## src/rtl/pwm_timer_pkg.sv

```systemverilog
// Shared definitions for the timer/PWM counter path.
//   CNT_W_DEF  default width of counter, divisor and period
//   state_e    main counter sequencing states
//   EN/CONT/CNT_RST  bit positions of the related fields in the control register
package pwm_timer_pkg;

  localparam int CNT_W_DEF = 16;

  typedef enum logic [1:0] {
    IDLE = 2'd0,
    RUN  = 2'd1,
    DONE = 2'd2
  } state_e;

  localparam int EN      = 2;
  localparam int CONT    = 3;
  localparam int CNT_RST = 7;

endpackage

```

## src/rtl/clk_prescaler.sv

```systemverilog
// Programmable prescaler for the main counter.
//   clk           counter clock
//   rst_n         asynchronous active-low reset
//   run           count enable for this cycle
//   clr           synchronous clear of the divide count and tick
//   divisor_sync  registered divide value, 0 behaves as 1
//   strobe        terminal-count strobe for this cycle (drives the counter update)
//   tick          registered copy of strobe, high in the cycle the counter shows its new value
module clk_prescaler #(
  parameter int CNT_W = 16
) (
  input  logic             clk,
  input  logic             rst_n,
  input  logic             run,
  input  logic             clr,
  input  logic [CNT_W-1:0] divisor_sync,
  output logic             strobe,
  output logic             tick
);

  logic [CNT_W-1:0] div_eff;
  logic [CNT_W-1:0] div_cnt_d, div_cnt_q;
  logic             tick_d, tick_q;

  always_comb begin
    div_eff = (divisor_sync == '0) ? CNT_W'(1) : divisor_sync;
    // >= rather than == so a divisor shrunk below the running count terminates at once
    strobe  = run && !clr && (div_cnt_q >= (div_eff - CNT_W'(1)));
    div_cnt_d = div_cnt_q;
    if (clr || strobe) begin
      div_cnt_d = '0;
    end else if (run) begin
      div_cnt_d = div_cnt_q + CNT_W'(1);
    end
    tick_d = strobe;
  end

  always_ff @(posedge clk or negedge rst_n) begin
    if (!rst_n) begin
      div_cnt_q <= '0;
      tick_q    <= 1'b0;
    end else begin
      div_cnt_q <= div_cnt_d;
      tick_q    <= tick_d;
    end
  end

  assign tick = tick_q;

endmodule

```

## src/rtl/main_counter.sv

```systemverilog
// Shared main counter feeding the timer compare stage.
//   chosen_clk  counter clock
//   rst         asynchronous active-low reset
//   counter_en  counting enable
//   cont        1 = continuous (wrap), 0 = one-shot (stop at period)
//   cnt_rst     level-sensitive synchronous clear request
//   divisor     prescaler divide value
//   period_reg  terminal count
//   counter     main counter value
//   tick        one-cycle prescaler strobe
//   wrap        one-cycle pulse when the counter returns to 0
//   done        sticky one-shot completion flag
//
// state | meaning
// IDLE  | paused, counter and prescaler hold
// RUN   | prescaler running, counter advances on each tick
// DONE  | one-shot finished, counter frozen
module main_counter
  import pwm_timer_pkg::*;
#(
  parameter int CNT_W = CNT_W_DEF
) (
  input  logic             chosen_clk,
  input  logic             rst,
  input  logic             counter_en,
  input  logic             cont,
  input  logic             cnt_rst,
  input  logic [CNT_W-1:0] divisor,
  input  logic [CNT_W-1:0] period_reg,
  output logic [CNT_W-1:0] counter,
  output logic             tick,
  output logic             wrap,
  output logic             done
);

  logic             en_sync_d, en_sync_q;
  logic             cont_sync_d, cont_sync_q;
  logic             cnt_rst_sync_d, cnt_rst_sync_q;
  logic [CNT_W-1:0] divisor_sync_d, divisor_sync_q;
  logic [CNT_W-1:0] period_sync_d, period_sync_q;
  state_e           state_d, state_q;
  logic [CNT_W-1:0] counter_d, counter_q;
  logic             wrap_d, wrap_q;
  logic             done_d, done_q;
  logic             run;
  logic             strobe;

  // Counting starts in the same cycle IDLE sees the enable, so the first
  // increment lands one cycle after the enable is registered.
  assign run = en_sync_q && !cnt_rst_sync_q && ((state_q == IDLE) || (state_q == RUN));

  clk_prescaler #(.CNT_W(CNT_W)) u_prescaler (
    .clk          (chosen_clk),
    .rst_n        (rst),
    .run          (run),
    .clr          (cnt_rst_sync_q),
    .divisor_sync (divisor_sync_q),
    .strobe       (strobe),
    .tick         (tick)
  );

  always_comb begin
    en_sync_d      = counter_en;
    cont_sync_d    = cont;
    cnt_rst_sync_d = cnt_rst;
    divisor_sync_d = divisor;
    period_sync_d  = period_reg;

    state_d   = state_q;
    counter_d = counter_q;
    wrap_d    = 1'b0;
    done_d    = done_q;

    if (cnt_rst_sync_q) begin
      counter_d = '0;
      done_d    = 1'b0;
      state_d   = en_sync_q ? RUN : IDLE;
    end else begin
      case (state_q)
        IDLE:    if (en_sync_q) state_d = RUN;
        RUN:     if (!en_sync_q) state_d = IDLE;
        DONE: begin
          if (!en_sync_q)      state_d = IDLE;
          else if (cont_sync_q) state_d = RUN;
        end
        default: state_d = IDLE;
      endcase

      if (strobe) begin
        if (counter_q < period_sync_q) begin
          counter_d = counter_q + CNT_W'(1);
        end else if (cont_sync_q) begin
          counter_d = '0;
          wrap_d    = 1'b1;
        end else begin
          done_d  = 1'b1;
          state_d = DONE;
        end
      end
    end
  end

  always_ff @(posedge chosen_clk or negedge rst) begin
    if (!rst) begin
      en_sync_q      <= 1'b0;
      cont_sync_q    <= 1'b0;
      cnt_rst_sync_q <= 1'b0;
      divisor_sync_q <= '0;
      period_sync_q  <= '0;
      state_q        <= IDLE;
      counter_q      <= '0;
      wrap_q         <= 1'b0;
      done_q         <= 1'b0;
    end else begin
      en_sync_q      <= en_sync_d;
      cont_sync_q    <= cont_sync_d;
      cnt_rst_sync_q <= cnt_rst_sync_d;
      divisor_sync_q <= divisor_sync_d;
      period_sync_q  <= period_sync_d;
      state_q        <= state_d;
      counter_q      <= counter_d;
      wrap_q         <= wrap_d;
      done_q         <= done_d;
    end
  end

  assign counter = counter_q;
  assign wrap    = wrap_q;
  assign done    = done_q;

endmodule

```

## config.mk

```make
export PLATFORM = sky130hd
export DESIGN_NAME = main_counter
export DESIGN_NICKNAME = d
export VERILOG_FILES = /design/src/rtl/pwm_timer_pkg.sv /design/src/rtl/clk_prescaler.sv /design/src/rtl/main_counter.sv
export SDC_FILE = /design/constraint.sdc
export NUM_CORES = 1
export LEC_CHECK = 0
export CORE_MARGIN = 3
export CORE_UTILIZATION = 49
export CTS_BUF_LIST = sky130_fd_sc_hd__clkbuf_4 sky130_fd_sc_hd__clkbuf_8
export DETAILED_ROUTE_END_ITERATION = 8
export GPL_TIMING_DRIVEN = 1
export PLACE_DENSITY = 0.73
export REMOVE_ABC_BUFFERS = 1
export SETUP_SLACK_MARGIN = 0.4
export SYNTH_ARGS = -nofsm -noshare
export SYNTH_HDL_FRONTEND = slang
export SYNTH_SLANG_ARGS = --single-unit
```

## constraint.sdc

```tcl
create_clock -name chosen_clk -period 5.7 [get_ports chosen_clk]
set_input_delay 1.14 -clock chosen_clk [delete_from_list [all_inputs] [get_ports chosen_clk]]
set_output_delay 1.14 -clock chosen_clk [all_outputs]
set_load 0.005 [all_outputs]
```

==> summary.md, run 1 <==
| Metric | Value |
|---|---|
| Post-CTS Hold Fix Bufs | 0 |
| Worst slew pin tran | 0.885 ns |
| Combinational share of power | 0.070 |
| DRC Markers | 0 |
| Register share of total power | 0.475 |
| Fin crit share | 0.873 |
| Post-CTS resize count | 0 |
| Final WS setup | 0.725 ns |
| Clock-pin slew on the worst setup and hold paths | 0.08 ns |
| CTS root buf | clkbuf_8 |
| # diodes | 0 |
| Most common cell in the netlist | dfrtp_1 |
| Initial Utilization | 0.519 |
| Final setup violation count | 0 |
| Vias per cell | 5.52 |
| MaxCap Viol Count | 0 |
| Power per cell area | 236 nW/um2 |
| Final count of hold timing violations | 0 |
| Placer's final routability congestion estimate | 0.852 |
| All-Layer GR Usage | 0.202 |
| Worst-Skew Late Latency | 0.35 ns |
| Drt first pass iters | 4 |
| Layout area overhead | 23.8% |
| Core Util, Final | 0.642 |
| Asr flop ratio synth | 1.00 |
| Rows | 31 |
| First-pass GRT wire length | 14000 um |
| CTS sink cnt | 72 |
| Slowest CP cell | or4b_4 |
| CP endpoint kind | register |
| Slowest cell delay on critical path | 0.54 ns |
| Simple-gate portion of the synthesized area | 0.191 |
| Synthesis Warnings | 0 |
| Max IR drop VDD | 0.163 mV |
| Switch Pwr | 0.000250 W |
| Buf+Inv Stages, Crit Path | 0 |
| Min Tclk post-route | 4.97 ns |
| Most used cell, CP | nand2_1 |
| Die Span X | 94.8 um |
| Pre-CTS setup slack | 0.675 ns |
| Seq/Total Area, Yosys | 0.466 |
| Syn Inst Count | 380 |
| WP data required | 5.94 ns |
| Post-synth EDFFs | 0 |
| Dominant cells by area after synthesis | dfrtp_1 (47%), ha_1 (11%), nor2_1 (3.9%) |
| Fmax | 201 MHz |
| Sw Share | 0.221 |
| Main synth FF type | dfrtp_1 |
| CP startpoint kind | register |
| Relative max-transition margin | 0.410 |
| Avg Inst Size Synth | 10.2 um2 |
| Antenna violations before repair | 0 |
| Clk pwr share | 0.454 |
| #FFs+latches synth | 72 |
| Wire length per cell | 15.2 um |
| Share of cells above drive strength 1 | 0.0805 |
| Die H | 94.8 um |
| CTS tree | done |
| IO Count | 56 |
| Yosys top cell area share | 0.466 |
| Max-slew violation count | 0 |
| Worst-path cell chain | or3_4 -> or4_4 -> or4_4 -> nor4_1 -> nor2_1 -> ha_1 -> nand2_1 -> nor2_1 -> nand2_1 -> xor2_1 -> ha_1 -> nand2_1 -> nor4_2 -> or4b_4 -> a41oi_4 -> o31ai_1 -> a221o_1 |
| RSZ-0062 raised after global routing | no |
| Synth Area in Adders | 0.110 |
| # fillers | 630 |
| Detailed Route Iter0 Violations | 198 |
| Synth Cell Area | 3870 um2 |
| Vias in the first global route | 2941 |
| Mux share of post-synthesis cell area | 0.00777 |
| Number of H-tree levels | 3 |
| Total die area | 8990 um2 |
| Multi-input logic area | 1910 um2 |
| Kind of critical path | register to register |
| Delay-heaviest family, CP | simple AND/OR/NAND/NOR gates |
| Yosys top cell by area | dfrtp_1 |
| Total CTS buffers | 9 |
| Final HPWL DP | 6040 um |
| Post-DRT Antenna Nets | 0 |
| I/O Buffers | 55 |
| Status | complete, no violations |
| Int Pwr | 0.000879 W |
| Core footprint | 7450 um2 |
| List of most frequent post-synthesis cells | dfrtp_1 (72), nor2_1 (40), ha_1 (34) |
| Net count, final | 513 |
| Vias | 3016 |
| Wirelength, routed | 8290 um |
| Arr. time, crit path | 5.22 ns |
| Maximum clock path buffer count | 2 |
| Leakage | 2.10 nW |
| Critical Path Fanout Max | 12 |
| Largest net degree at the start of global routing | 73 |
| Post-Synth XOR/XNOR Area | 0.0544 |
| Grt total ovfl | 0 |
| Distinct cells, synth | 55 |
| Register Area | 1800 um2 |
| Synth Area in Compound Gates | 0.130 |
| Main combinational cell family by area after synthesis | simple AND/OR/NAND/NOR gates |
| Setup TNS Final | 0 ns |
| Clk_skew | 0.0135 ns |
| Hold Path Class | register to register |
| Setup repair bufs after CTS | 0 |
==> path summary, 6_finish.rpt <==
kind	cells past startpoint	from	endpoint	slack (ns)
min in group asynchronous	2	rst	period_sync_q[3]	0.99
max in group asynchronous	2	rst	period_sync_q[14]	4.12
max	17	divisor_sync_q[8]	counter[15]	0.73
max reg2reg	17	divisor_sync_q[8]	counter[15]	0.73
min reg2reg	1	done	done	0.52
min	1	done	done	0.52
==> logic make-up (layout without fill, tap and decap cells) <==
kind of cell             count (synthesis)  in the layout
flip-flops                              72             72
AO/OA/AOI/OAI                           70             70
buffers and inverters                   40            107
adder cells (fa/ha/maj)                 34             34
multiplexers                             3              3
AND/OR/NAND/NOR                        137            137
XOR/XNOR                                24             24
==> state kept, by name, summed over array words and instances, names as in the netlist <==
signal,flops
cnt_rst_sync_q,1
cont_sync_q,1
counter,16
divisor_sync_q,16
done,1
en_sync_q,1
period_sync_q,16
state_q,2
u_prescaler.div_cnt_q,16
u_prescaler.tick,1
wrap,1
==> layout make-up <==
| class | count | area share |
|---|---|---|
| well taps | 99 | 0.0259 |
| repair buffers | 58 | 0.119 |
| flip-flops and latches | 72 | 0.377 |
| clock inverters | 5 | 0.0214 |
| inverters | 33 | 0.0259 |
| multi-input cells | 268 | 0.400 |
| clock buffers | 11 | 0.0316 |
==> placed cells by master, fill, tap and decap left out, types with 3 or more instances in the layout <==
cell and instances:
a21oi_1 14, bufinv_16 3, inv_1 32, nor4_1 3, a21o_1 3, o211ai_1 5
clkbuf_8 11, o21ai_0 10, buf_4 3, nor3_1 5, and3_1 5, o31ai_1 3
and4_1 4, xnor2_1 14, and2_1 3, xor2_1 10, clkdlybuf4s50_1 54, dfrtp_1 72
o221ai_1 5, or3_1 4, ha_1 34, mux2i_1 3, nand2_1 25, nor2_1 40
nand4_1 13, nand3_1 14, a31oi_1 8, nand2b_1 3
==> metal layers <==
metal / vias to the layer above / GRT usage / share of wire
met5: - / 0 / 0
met4: 0 / 0.0733 / 0.011
met2: 84 / 0.309 / 0.47
met3: 10 / 0.0462 / 0.055
li1: 1486 / - / -
met1: 1436 / 0.282 / 0.47
==> stage by stage <==
stage | power (W) | instances | hold slack, ns | instance area (um2)
2_1_floorplan | 0.000579 | 373 | 0.461 | 3830
3_3_place_gp | 0.000623 | 530 | 0.480 | 4530
3_5_place_dp | 0.000627 | 530 | 0.503 | 4530
4_1_cts | 0.00114 | 546 | 0.523 | 4780
5_1_grt | 0.00118 | 546 | 0.550 | 4780
6_report | 0.00113 | 546 | 0.525 | 4780
==> power groups by stage <==
stage	Sequential, W	Combinational, W	Clock (W)
2_1_floorplan	0.000543	0.0000352	0
3_3_place_gp	0.000546	0.0000774	0
3_5_place_dp	0.000546	0.0000802	0
4_1_cts	0.000536	0.0000810	0.000522
5_1_grt	0.000538	0.0000909	0.000547
6_report	0.000536	0.0000795	0.000513
Power figures use the tool's default switching activity.
==> inputs of run 2 (changes only) <==
--- a/config.mk
+++ b/config.mk
@@ -6,11 +6,10 @@
 export NUM_CORES = 1
 export LEC_CHECK = 0
 export CORE_MARGIN = 3
-export CORE_UTILIZATION = 49
+export CORE_UTILIZATION = 35
 export CTS_BUF_LIST = sky130_fd_sc_hd__clkbuf_4 sky130_fd_sc_hd__clkbuf_8
 export DETAILED_ROUTE_END_ITERATION = 8
 export GPL_TIMING_DRIVEN = 1
-export PLACE_DENSITY = 0.73
 export REMOVE_ABC_BUFFERS = 1
 export SETUP_SLACK_MARGIN = 0.4
 export SYNTH_ARGS = -nofsm -noshare
==> summary.md, run 2 (synthesis results as in run 1) <==
| Metric | Value |
|---|---|
| Share of cells above drive strength 1 | 0.0783 (-0.00224) |
| Final count of hold timing violations | 0 (unchanged) |
| Commonest cells after routing, fill and taps aside | dfrtp_1 (72), clkdlybuf4s50_1 (54), nor2_1 (40) |
| Setup repair bufs after CTS | 0 (unchanged) |
| Detailed Route Iter0 Violations | 175 (-12%) |
| Worst-Skew Late Latency | 0.35 ns (about the same) |
| Hold Path Class | register to register |
| Initial Utilization | 0.366 (-0.153) |
| Leakage | 2.07 nW (-1.5%) |
| Core footprint | 10600 um2 (+42%) |
| Min Tclk post-route | 4.97 ns (-0.000896 ns) |
| Switch Pwr | 0.000250 W (+0.12%) |
| Power per cell area | 214 nW/um2 (-9.3%) |
| CTS tree | done |
| Clk_skew | 0.00798 ns (-0.00548 ns) |
| Total CTS buffers | 9 (unchanged) |
| Clock-pin slew on the worst setup and hold paths | 0.08 ns (about the same) |
| Met3 WL | 377 um (-18%) |
| Most common cell after layout, fill and taps aside | dfrtp_1 |
| FF-to-FF End | counter[14] |
| Sw Share | 0.245 (+0.0240) |
| Core Util, Final | 0.451 (-0.191) |
| Drt first pass iters | 5 (+1) |
| Vias | 3006 (-0.33%) |
| Post-CTS resize count | 0 (unchanged) |
| Fin crit share | 0.873 (about the same) |
| RSZ-0062 raised after global routing | no |
| # diodes | 0 (unchanged) |
| Maximum clock path buffer count | 2 (unchanged) |
| Worst slew pin tran | 0.919 ns (+0.0346 ns) |
| Routed wl met2 | 4030 um (+4.2%) |
| R2R Setup Slk | 0.73 ns (about the same) |
| Placer's final routability congestion estimate | 0.819 (-3.9%) |
| Post-DRT Antenna Nets | 0 (unchanged) |
| Post-CTS Hold Fix Bufs | 0 (unchanged) |
| Total die area | 12300 um2 (+37%) |
| Number of H-tree levels | 3 (unchanged) |
| Min-Delay Endpoint | done |
| Rows | 37 (+19%) |
| Max IR drop VDD | 0.0899 mV (-45%) |
| CP endpoint kind | register |
| Setup TNS Final | 0 ns (unchanged) |
| Final setup violation count | 0 (unchanged) |
| Arr. time, crit path | 5.20 ns (-0.02 ns) |
| Kind of critical path | register to register |
| Layout area overhead | 23.2% |
| Die H | 111 um (+17%) |
| Hold path cells | 1 (unchanged) |
| DRC Markers | 0 (unchanged) |
| Worst Setup SP | divisor_sync_q[8] |
| Net count, final | 513 (unchanged) |
| Wirelength, routed | 8600 um (+3.7%) |
| Critical Path Fanout Max | 8 (-4) |
| CP startpoint kind | register |
| CTS sink cnt | 72 (unchanged) |
| Die Span X | 111 um (+17%) |
| Register share of total power | 0.526 (+0.051) |
| Relative max-transition margin | 0.387 (-0.0231) |
| Int Pwr | 0.000770 W (-12%) |
| MaxCap Viol Count | 0 (unchanged) |
| Critical R2R Launch | divisor_sync_q[8] |
| WL met1 | 4080 um (+5.1%) |
| Max-slew violation count | 0 (unchanged) |
| IO Count | 56 (unchanged) |
| Vias in the first global route | 2909 (-1.1%) |
| Final HPWL DP | 6410 um (+6.1%) |
| All-Layer GR Usage | 0.144 (-0.0584) |
| Combinational share of power | 0.078 (+0.008) |
| First-pass GRT wire length | 14400 um (+3.1%) |
| Top Metal Used | met4 |
| WP data required | 5.92 ns (-0.02 ns) |
| Status | complete, no violations |
| Vias per cell | 5.16 (-6.7%) |
| Grt total ovfl | 0 (unchanged) |
| Total power after layout | 0.00102 W (-9.7%) |
| Antenna violations before repair | 0 (unchanged) |
| Clk pwr share | 0.396 (-0.058) |
| R2R cell count | 17 (unchanged) |
| Wire length per cell | 14.8 um (-2.8%) |
| Fmax | 201 MHz (about the same) |
| CTS root buf | clkbuf_8 |
| Hold_sp | cont_sync_q |
| I/O Buffers | 55 (unchanged) |
| Largest net degree at the start of global routing | 73 (unchanged) |
-- run 2: cell types whose count changed in the layout (fill, tap and decap cells not counted), sizes merged --
cell | previous run | this run
bufinv | 3 | 1
clkinv | 2 | 4
clkbuf | 11 | 10
clkinvlp | 1 | 2
-- run 2: layout make-up --
class | count | area, um2
flip-flops and latches | 72 | 1800
multi-input cells | 268 | 1910
clock buffers | 10 | 131
repair buffers | 58 | 568
inverters | 33 | 124
well taps | 136 | 170
fillers | 1014 | 5790
clock inverters | 6 | 60.1
-- run 2: metal layers --
metal,up-vias,GRT usage
li1,1500,-
met1,1443,0.203
met2,55,0.218
met3,8,0.0284
met4,0,0.0535
met5,-,0
-- run 2: metrics by stage --
step	setup slack [ns]	hold WS [ns]	instances	cell area, um2
2_1_floorplan	0.907	0.461	373	3830
5_1_grt	0.454	0.522	583	4760
6_report	0.726	0.504	583	4760
3_3_place_gp	0.873	0.493	567	4570
3_5_place_dp	0.717	0.496	567	4570
4_1_cts	0.679	0.505	583	4760
-- run 2: worst max-delay path by stage --
stage          slack, ns          end
2_1_floorplan       0.91  counter[15]
3_3_place_gp        0.87  counter[15]
3_5_place_dp        0.72  counter[14]
4_1_cts             0.68  counter[14]
5_1_grt             0.45  counter[14]
6_report            0.73  counter[14]
-- run 2: power groups by stage --
| stage | Clock, W | Combinational, W | Sequential (W) |
|---|---|---|---|
| final | 0.000404 | 0.0000798 | 0.000536 |
| after global routing | 0.000440 | 0.0000905 | 0.000538 |
| after CTS | 0.000415 | 0.0000823 | 0.000536 |
| after detailed placement | 0 | 0.0000816 | 0.000546 |
| after global placement | 0 | 0.0000782 | 0.000546 |
| after floorplan | 0 | 0.0000352 | 0.000543 |
-- run 2: critical path: stages, from the launching register on --
cell and delay (ns):
dfrtp_1 0.42, or3_4 0.41, or4_4 0.45, or4_4 0.53
nor4_1 0.20, nor2_1 0.10, ha_1 0.22, nand2_1 0.14
nor2_1 0.11, nand2_1 0.10, xor2_1 0.07, ha_1 0.27
nand2_1 0.07, nor4_2 0.34, or4b_4 0.55, a41oi_4 0.35
a21boi_1 0.37, o221ai_1 0.16
